==> config.mk <==
export PLATFORM = sky130hd
export DESIGN_NAME = player_lasers
export DESIGN_NICKNAME = d
export VERILOG_FILES = /design/src/rtl/player_lasers.sv
export SDC_FILE = /design/constraint.sdc
export NUM_CORES = 1
export LEC_CHECK = 0
export ABC_AREA = 1
export CAP_MARGIN = 20
export CORE_ASPECT_RATIO = 1.4
export CORE_UTILIZATION = 40
export CTS_CLUSTER_SIZE = 24
export DETAILED_ROUTE_END_ITERATION = 10
export PLACE_DENSITY = 0.71
export SLEW_MARGIN = 20
export SYNTH_ARGS = -nofsm -noshare
export SYNTH_HDL_FRONTEND = slang
export SYNTH_SLANG_ARGS = --single-unit
==> constraint.sdc <==
create_clock -name frame_clk -period 6.9 [get_ports frame_clk]
set_input_delay 0.69 -clock frame_clk [delete_from_list [all_inputs] [get_ports frame_clk]]
set_output_delay 0.69 -clock frame_clk [all_outputs]
set_load 0.005 [all_outputs]
==> src/rtl/player_lasers.sv <==
`default_nettype none
//============================================================================
// Module      : player_lasers
// Description : Four-slot player laser pool. Launches on a fire edge, moves
//               active lasers upward each frame and retires them on a hit
//               or when they leave the top of the screen.
// Revision    : 1.0 - initial release
//============================================================================
module player_lasers #(
    parameter int LASER_SPEED = 8,
    parameter int COOLDOWN    = 8
) (
    input  logic       frame_clk,
    input  logic       Reset,
    input  logic       fire,
    input  logic [9:0] shipX,
    input  logic [9:0] shipY,
    input  logic [9:0] ship_width,
    input  logic [9:0] laser_width,
    input  logic [9:0] laser_height,
    input  logic       hit1,
    input  logic       hit2,
    input  logic       hit3,
    input  logic       hit4,
    output logic [9:0] PX1,
    output logic [9:0] PX2,
    output logic [9:0] PX3,
    output logic [9:0] PX4,
    output logic [9:0] PY1,
    output logic [9:0] PY2,
    output logic [9:0] PY3,
    output logic [9:0] PY4,
    output logic       PL1,
    output logic       PL2,
    output logic       PL3,
    output logic       PL4,
    output logic [7:0] shots_fired
);

    localparam int                c_CD_W     = (COOLDOWN < 1) ? 1 : $clog2(COOLDOWN + 1);
    localparam logic [c_CD_W-1:0] c_COOLDOWN = c_CD_W'(COOLDOWN);
    localparam logic [9:0]        c_SPEED    = 10'(LASER_SPEED);

    logic [3:0]        r_pl;
    logic [9:0]        r_px [4];
    logic [9:0]        r_py [4];
    logic              r_fire_prev;
    logic [c_CD_W-1:0] r_cooldown;
    logic [7:0]        r_shots;

    logic [3:0] w_hit;
    logic [9:0] w_launch_x;
    logic [9:0] w_launch_y;
    logic       w_trigger;
    logic       w_any_free;
    logic       w_launch;
    logic [1:0] w_slot;

    assign w_hit      = {hit4, hit3, hit2, hit1};
    assign w_launch_x = shipX + {1'b0, ship_width[9:1]} - {1'b0, laser_width[9:1]};
    assign w_launch_y = (shipY < laser_height) ? 10'd0 : (shipY - laser_height);
    assign w_trigger  = fire & ~r_fire_prev;
    assign w_any_free = ~&r_pl;
    assign w_launch   = w_trigger && (r_cooldown == '0) && w_any_free;

    // Lowest-index free slot wins; scanning downward lets slot 0 overwrite.
    always_comb begin
        w_slot = 2'd0;
        for (int i = 3; i >= 0; i--) begin
            if (!r_pl[i]) begin
                w_slot = 2'(i);
            end
        end
    end

    always_ff @(posedge frame_clk) begin
        if (Reset) begin
            r_pl        <= '0;
            r_fire_prev <= 1'b1;
            r_cooldown  <= '0;
            r_shots     <= '0;
            for (int i = 0; i < 4; i++) begin
                r_px[i] <= '0;
                r_py[i] <= '0;
            end
        end else begin
            r_fire_prev <= fire;

            if (w_launch) begin
                r_cooldown <= c_COOLDOWN;
                r_shots    <= r_shots + 8'd1;
            end else if (r_cooldown != '0) begin
                r_cooldown <= r_cooldown - 1'b1;
            end

            // Decisions use registered PL, so a slot freed now is only
            // reusable on the next edge.
            for (int i = 0; i < 4; i++) begin
                if (w_launch && (w_slot == 2'(i))) begin
                    r_pl[i] <= 1'b1;
                    r_px[i] <= w_launch_x;
                    r_py[i] <= w_launch_y;
                end else if (r_pl[i]) begin
                    if (w_hit[i]) begin
                        r_pl[i] <= 1'b0;
                    end else if (r_py[i] >= c_SPEED) begin
                        r_py[i] <= r_py[i] - c_SPEED;
                    end else begin
                        r_pl[i] <= 1'b0;
                    end
                end
            end
        end
    end

    assign PL1         = r_pl[0];
    assign PL2         = r_pl[1];
    assign PL3         = r_pl[2];
    assign PL4         = r_pl[3];
    assign PX1         = r_px[0];
    assign PX2         = r_px[1];
    assign PX3         = r_px[2];
    assign PX4         = r_px[3];
    assign PY1         = r_py[0];
    assign PY2         = r_py[1];
    assign PY3         = r_py[2];
    assign PY4         = r_py[3];
    assign shots_fired = r_shots;

endmodule
`default_nettype wire

# == Yosys cells after proc, flatten, opt, wreduce, memory -nomap -nowiden ==
# Memory sizes are Yosys's and may differ from the RTL's.
# Index checks and enable logic that the tools add are counted.
# word_totals
reg_bits,17
mem_bits_rw,80
n_memories,2
# classes
n_addsub,9
n_lt_le_gt_ge,5
eq_ne,3
mux,61
bitwise,14
n_reduce_logical,13
# mem_list
name,depth,word_bits,rd,rd_ports_with_merged_regs,wr,line,rtl
r_px,4,10,4,0,4,45,logic [9:0] r_px [4];
r_py,4,10,4,0,4,46,logic [9:0] r_py [4];
# ops
cell,count
2-to-1 mux 10 bit,13
2-to-1 mux 1 bit,42
>= comparator 10 x 4 -> 1 bit (second input constant),4
subtractor 10 x 4 -> 10 bit (second input constant),4
bitwise OR 1 bit,12
adder 10 x 9 -> 10 bit,1
less-than comparator 10 bit,1
subtractor 10 bit,1
subtractor 10 x 9 -> 10 bit,1
adder 8 x 1 -> 8 bit (second input constant),1
2-to-1 mux 2 bit,4
2-to-1 mux 4 bit,2
logical AND 1 bit,6
== test 2 bit (second input constant),2
logical NOT 4 bit,1
AND reduction 4 bit,1
nonzero test 4 bit,1
subtractor 4 x 1 -> 4 bit (second input constant),1
== test 2 x 1 -> 1 bit (second input constant),1
logical NOT 2 bit,1
nonzero test 2 bit,1
OR reduction 2 bit,1
AND 1 bit,1
logical NOT 1 bit,1
NOT 1 bit,1

# == Longest topological paths before layout ==
# depth
ltp_word,11
mapped_depth,13
mapped_depth_nobuf,13

# == Worst setup path before layout ==
# Ideal clock, no wire load.
# synth_path
kind,input to register
startpoint,input port shipX[1]
endpoint,memory r_px[0][6] (data pin)
setup_time_ns,0.262
t_arrival_ns,2.411
t_required_ns,6.638
setup_slack_ns,4.226
stages,7
n_path_buf,0
cell_sequence,inv_1 > fa_1 > fa_1 > o21ai_0 > a21oi_1 > xor2_1 > nor2_1
# synth_rtl
element,line,rtl
from (decl),16,"input logic [9:0] shipX,"
to (decl),45,

==> impl_metrics.json <==
{
  "die_height_um": 144,
  "combPwrFrac_pct": 25.4,
  "initial_core_util_pct": 41.2,
  "r2r-start": "r_cooldown[0]",
  "cts_sinks": 97,
  "grt_first_pass_wirelength_um": 21100,
  "synth_seq_area_share_pct": 47.7,
  "crit_fanout": 4,
  "rows": 51,
  "r2r_end": "r_px[1][9]",
  "finalMaxSlewViolations": 0,
  "synth_cells": 634,
  "cp_common_cell": "inv_1",
  "powerDensity_nw_per_um2": 204,
  "clk_latency_ns": 0.35,
  "p_sw_uw": 477,
  "avgViaCountPerCell": 4.86,
  "firstDrtPassIters": 5,
  "slowest_delay_ns": 0.45,
  "netlist_area_um2": 5750,
  "wl_per_cell_um": 13.9,
  "clk_pin_slew_ns": 0.07,
  "finalPower_mw": 1.57,
  "fp.dieArea_um2": 14900,
  "avgSynthCellArea_um2": 9.08,
  "max_slew_margin_pct": 54.0,
  "cts-resized-gates": 0,
  "pwr-share-seq_pct": 44.2,
  "finalCriticalPeriod_ns": 3.06,
  "tightest_slew_ns": 0.688,
  "overflow": 0,
  "max_freq_mhz": 327,
  "finalNetCount": 875,
  "critPathLaunch": "ship_width[1]",
  "ff_latch_area_um2": 2740,
  "setup_viol": 0,
  "num_io_pins": 149,
  "ys_warn_count": 0,
  "cts-htree-levels": 3,
  "multi_input_area_um2": 2550,
  "wirelength_um": 13500,
  "dpl.hpwl_um": 10700,
  "grt_usage_pct": 18.8,
  "p_clk_share_pct": 30.4,
  "fin_setup_tns_ns": 0,
  "synth_seq_cells": 97,
  "status": "complete, no violations",
  "crit_type": "primary input to flop",
  "cts_post_setup_buffers_inserted": 0,
  "final.setup_skew_ns": 0.00579,
  "ir_worst_vdd_uv": 165,
  "cts_root_buf": "clkbuf_16",
  "grt_max_degree": 26,
  "post-place-ws_ns": 3.47,
  "antenna_found_initial": 0,
  "rsz0062_at_grt": "false",
  "cp-endpoint": "r_px[3][6]",
  "holdWs_ns": 0.481,
  "min_from": "r_cooldown[1]",
  "syn_to_final_growth_pct": 33.2,
  "crit_chain": "clkdlybuf4s50_1 > inv_1 > ha_1 > inv_1 > ha_1 > inv_1 > fa_1 > o21ai_0 > a21oi_1 > xor2_1 > nor2_1",
  "fin_ws_ns": 3.84,
  "finalCritPeriodShare_pct": 44.3,
  "hold_class": "flop to flop",
  "worst_setup_path_start_kind": "primary input",
  "r2r_cells": 8,
  "cap_violations": 0,
  "gp_congestion": 0.868,
  "drive_above_1_share_pct": 6.87,
  "io_buffers": 146,
  "crit_path_end_kind": "flop",
  "final_hold_viol_count": 0,
  "synth_cell_types": 43,
  "crit_required_ns": 6.98,
  "cts_made_buffers": 9,
  "holdBufCountCts": 0,
  "vias": 4719,
  "ant_nets": 0,
  "clockBufferDepth": 2,
  "grt_pass1_vias": 4575,
  "syn_nets": 728,
  "p_leak_nw": 3.18,
  "p_sw_share_pct": 30.4,
  "die_w_um": 103,
  "cts_tree": "done",
  "power.internal_mw": 1.09,
  "worstPathArrival_ns": 3.14,
  "antenna_cells": 0,
  "drt_iter0_drc": 292,
  "crit_path_top_delay_cell": "clkdlybuf4s50_1",
  "ff2ff_setup_slack_ns": 4.83,
  "nFillCells": 1278,
  "min_delay_path_depth": 2,
  "drc": 0,
  "coreArea_um2": 14000
}
## flip-flops by register name, indices dropped and copies added, names as in the netlist
name,cells
r_py,40
r_fire_prev,1
r_cooldown,4
shots_fired,8
r_pl,4
r_px,40
## placed cells by master (no fill, tap or decap), drive strengths merged
master	Yosys	routed
o22ai	2	2
clkbuf	1	10
a31oi	1	1
ha	27	27
or2	3	3
xnor2	18	18
inv	104	106
fa	10	10
nor3	4	4
a21oi	38	38
o21bai	4	4
and2	1	1
nand4	8	8
a211oi	1	1
nor3b	1	1
clkinv	1	3
a21o	1	1
nand2	111	111
dfxtp	17	17
and3	2	2
nand3	40	40
xor2	9	9
clkdlybuf4s50	0	146
clkinvlp	0	2
nand3b	4	4
o21ai	34	34
nor2	103	103
edfxtp	80	80
## metrics by stage
stage	utilization (%)	area, um2	cells
4_1_cts	54.8	7660	971
3_3_place_gp	52.8	7380	955
5_1_grt	54.8	7660	971
6_report	54.8	7660	971
3_5_place_dp	52.8	7380	955
2_1_floorplan	-	5750	634
## critical path, delay by kind of cell
| family | cells | cell delay (ns) |
|---|---|---|
| xor+xnor | 1 | 0.35 |
| compound gates | 2 | 0.49 |
| simple gates | 1 | 0.07 |
| buf+inv | 4 | 0.64 |
| fa+ha+maj | 3 | 0.87 |
## how the worst min path moves through the flow
stage                          to  slack (ns)
floorplan           r_cooldown[0]        0.44
global placement    r_cooldown[0]        0.45
detailed placement  r_cooldown[1]        0.47
CTS                 r_cooldown[1]        0.48
global route        r_cooldown[1]        0.51
finish              r_cooldown[1]        0.48
## power by group through the flow
stage	clock (mW)	combinational, mW	sequential (mW)
3_3_place_gp	0	0.386	0.703
6_report	0.476	0.398	0.692
3_5_place_dp	0	0.399	0.705
2_1_floorplan	0	0.243	0.702
5_1_grt	0.503	0.450	0.695
4_1_cts	0.484	0.402	0.692
## kinds of logic after synthesis
logic type | count (synthesis) | synth area share [%]
and+or+nand+nor | 277 | 22.6
buffers and inverters | 115 | 8.02
DFF | 97 | 47.7
AOI/OAI and AO/OA | 81 | 8.22
adders and majority gates | 37 | 9.35
xor gates and xnor gates | 27 | 4.11
## cells in the mapped netlist
library cell | count | area share, %
nand2_1 | 106 | 6.9
inv_1 | 100 | 6.5
nor2_1 | 99 | 6.5
edfxtp_1 | 80 | 42
nand3_1 | 33 | 2.9
a21oi_1 | 31 | 2.7
ha_1 | 27 | 5.9
o21ai_0 | 22 | 1.9
xnor2_1 | 18 | 2.7
dfxtp_1 | 17 | 5.9
fa_1 | 10 | 3.5
xor2_1 | 9 | 1.4
a21oi_2 | 7 | 1.1
nand4_1 | 6 | 0.65
o21ai_1 | 6 | 0.52
o21ai_2 | 6 | 0.91
buf_2 | 5 | 0.43
inv_2 | 4 | 0.26
nand2_4 | 4 | 0.78
nand3_2 | 4 | 0.70
nand3b_1 | 4 | 0.52
o21bai_1 | 4 | 0.52
nand3_4 | 3 | 0.91
nor3_1 | 3 | 0.26
and3_1 | 2 | 0.22
buf_4 | 2 | 0.26
buf_6 | 2 | 0.39
nand4_4 | 2 | 0.74
nor2_2 | 2 | 0.22
o22ai_1 | 2 | 0.22
or2_2 | 2 | 0.22
a211oi_1 | 1 | 0.13
a21o_1 | 1 | 0.13
a31oi_1 | 1 | 0.11
and2_1 | 1 | 0.11
clkbuf_1 | 1 | 0.065
clkinv_2 | 1 | 0.087
nand2_2 | 1 | 0.11
nor2_4 | 1 | 0.20
nor2_8 | 1 | 0.35
nor3_2 | 1 | 0.17
nor3b_1 | 1 | 0.13
or2_1 | 1 | 0.11
## area by class of cell
class                      instances  area share (%)
sequential                        97            35.8
multi-input combinational        422            33.3
timing repair buffer             146            19.1
inverter                         105            5.16
tap                              185            3.02
clock buffer                      10            2.99
clock inverter                     6           0.686
## routing by layer
layer / up-vias / global-route usage [%] / part of all wire [%]
met3: 25 / 3.60 / 4.1
met1: 2207 / 20.8 / 40
met4: 0 / 9.49 / 3.1
met2: 120 / 33.5 / 53
met5: - / 0 / 0
li1: 2367 / - / -
Note: power is estimated with default switching activity, not from simulation.
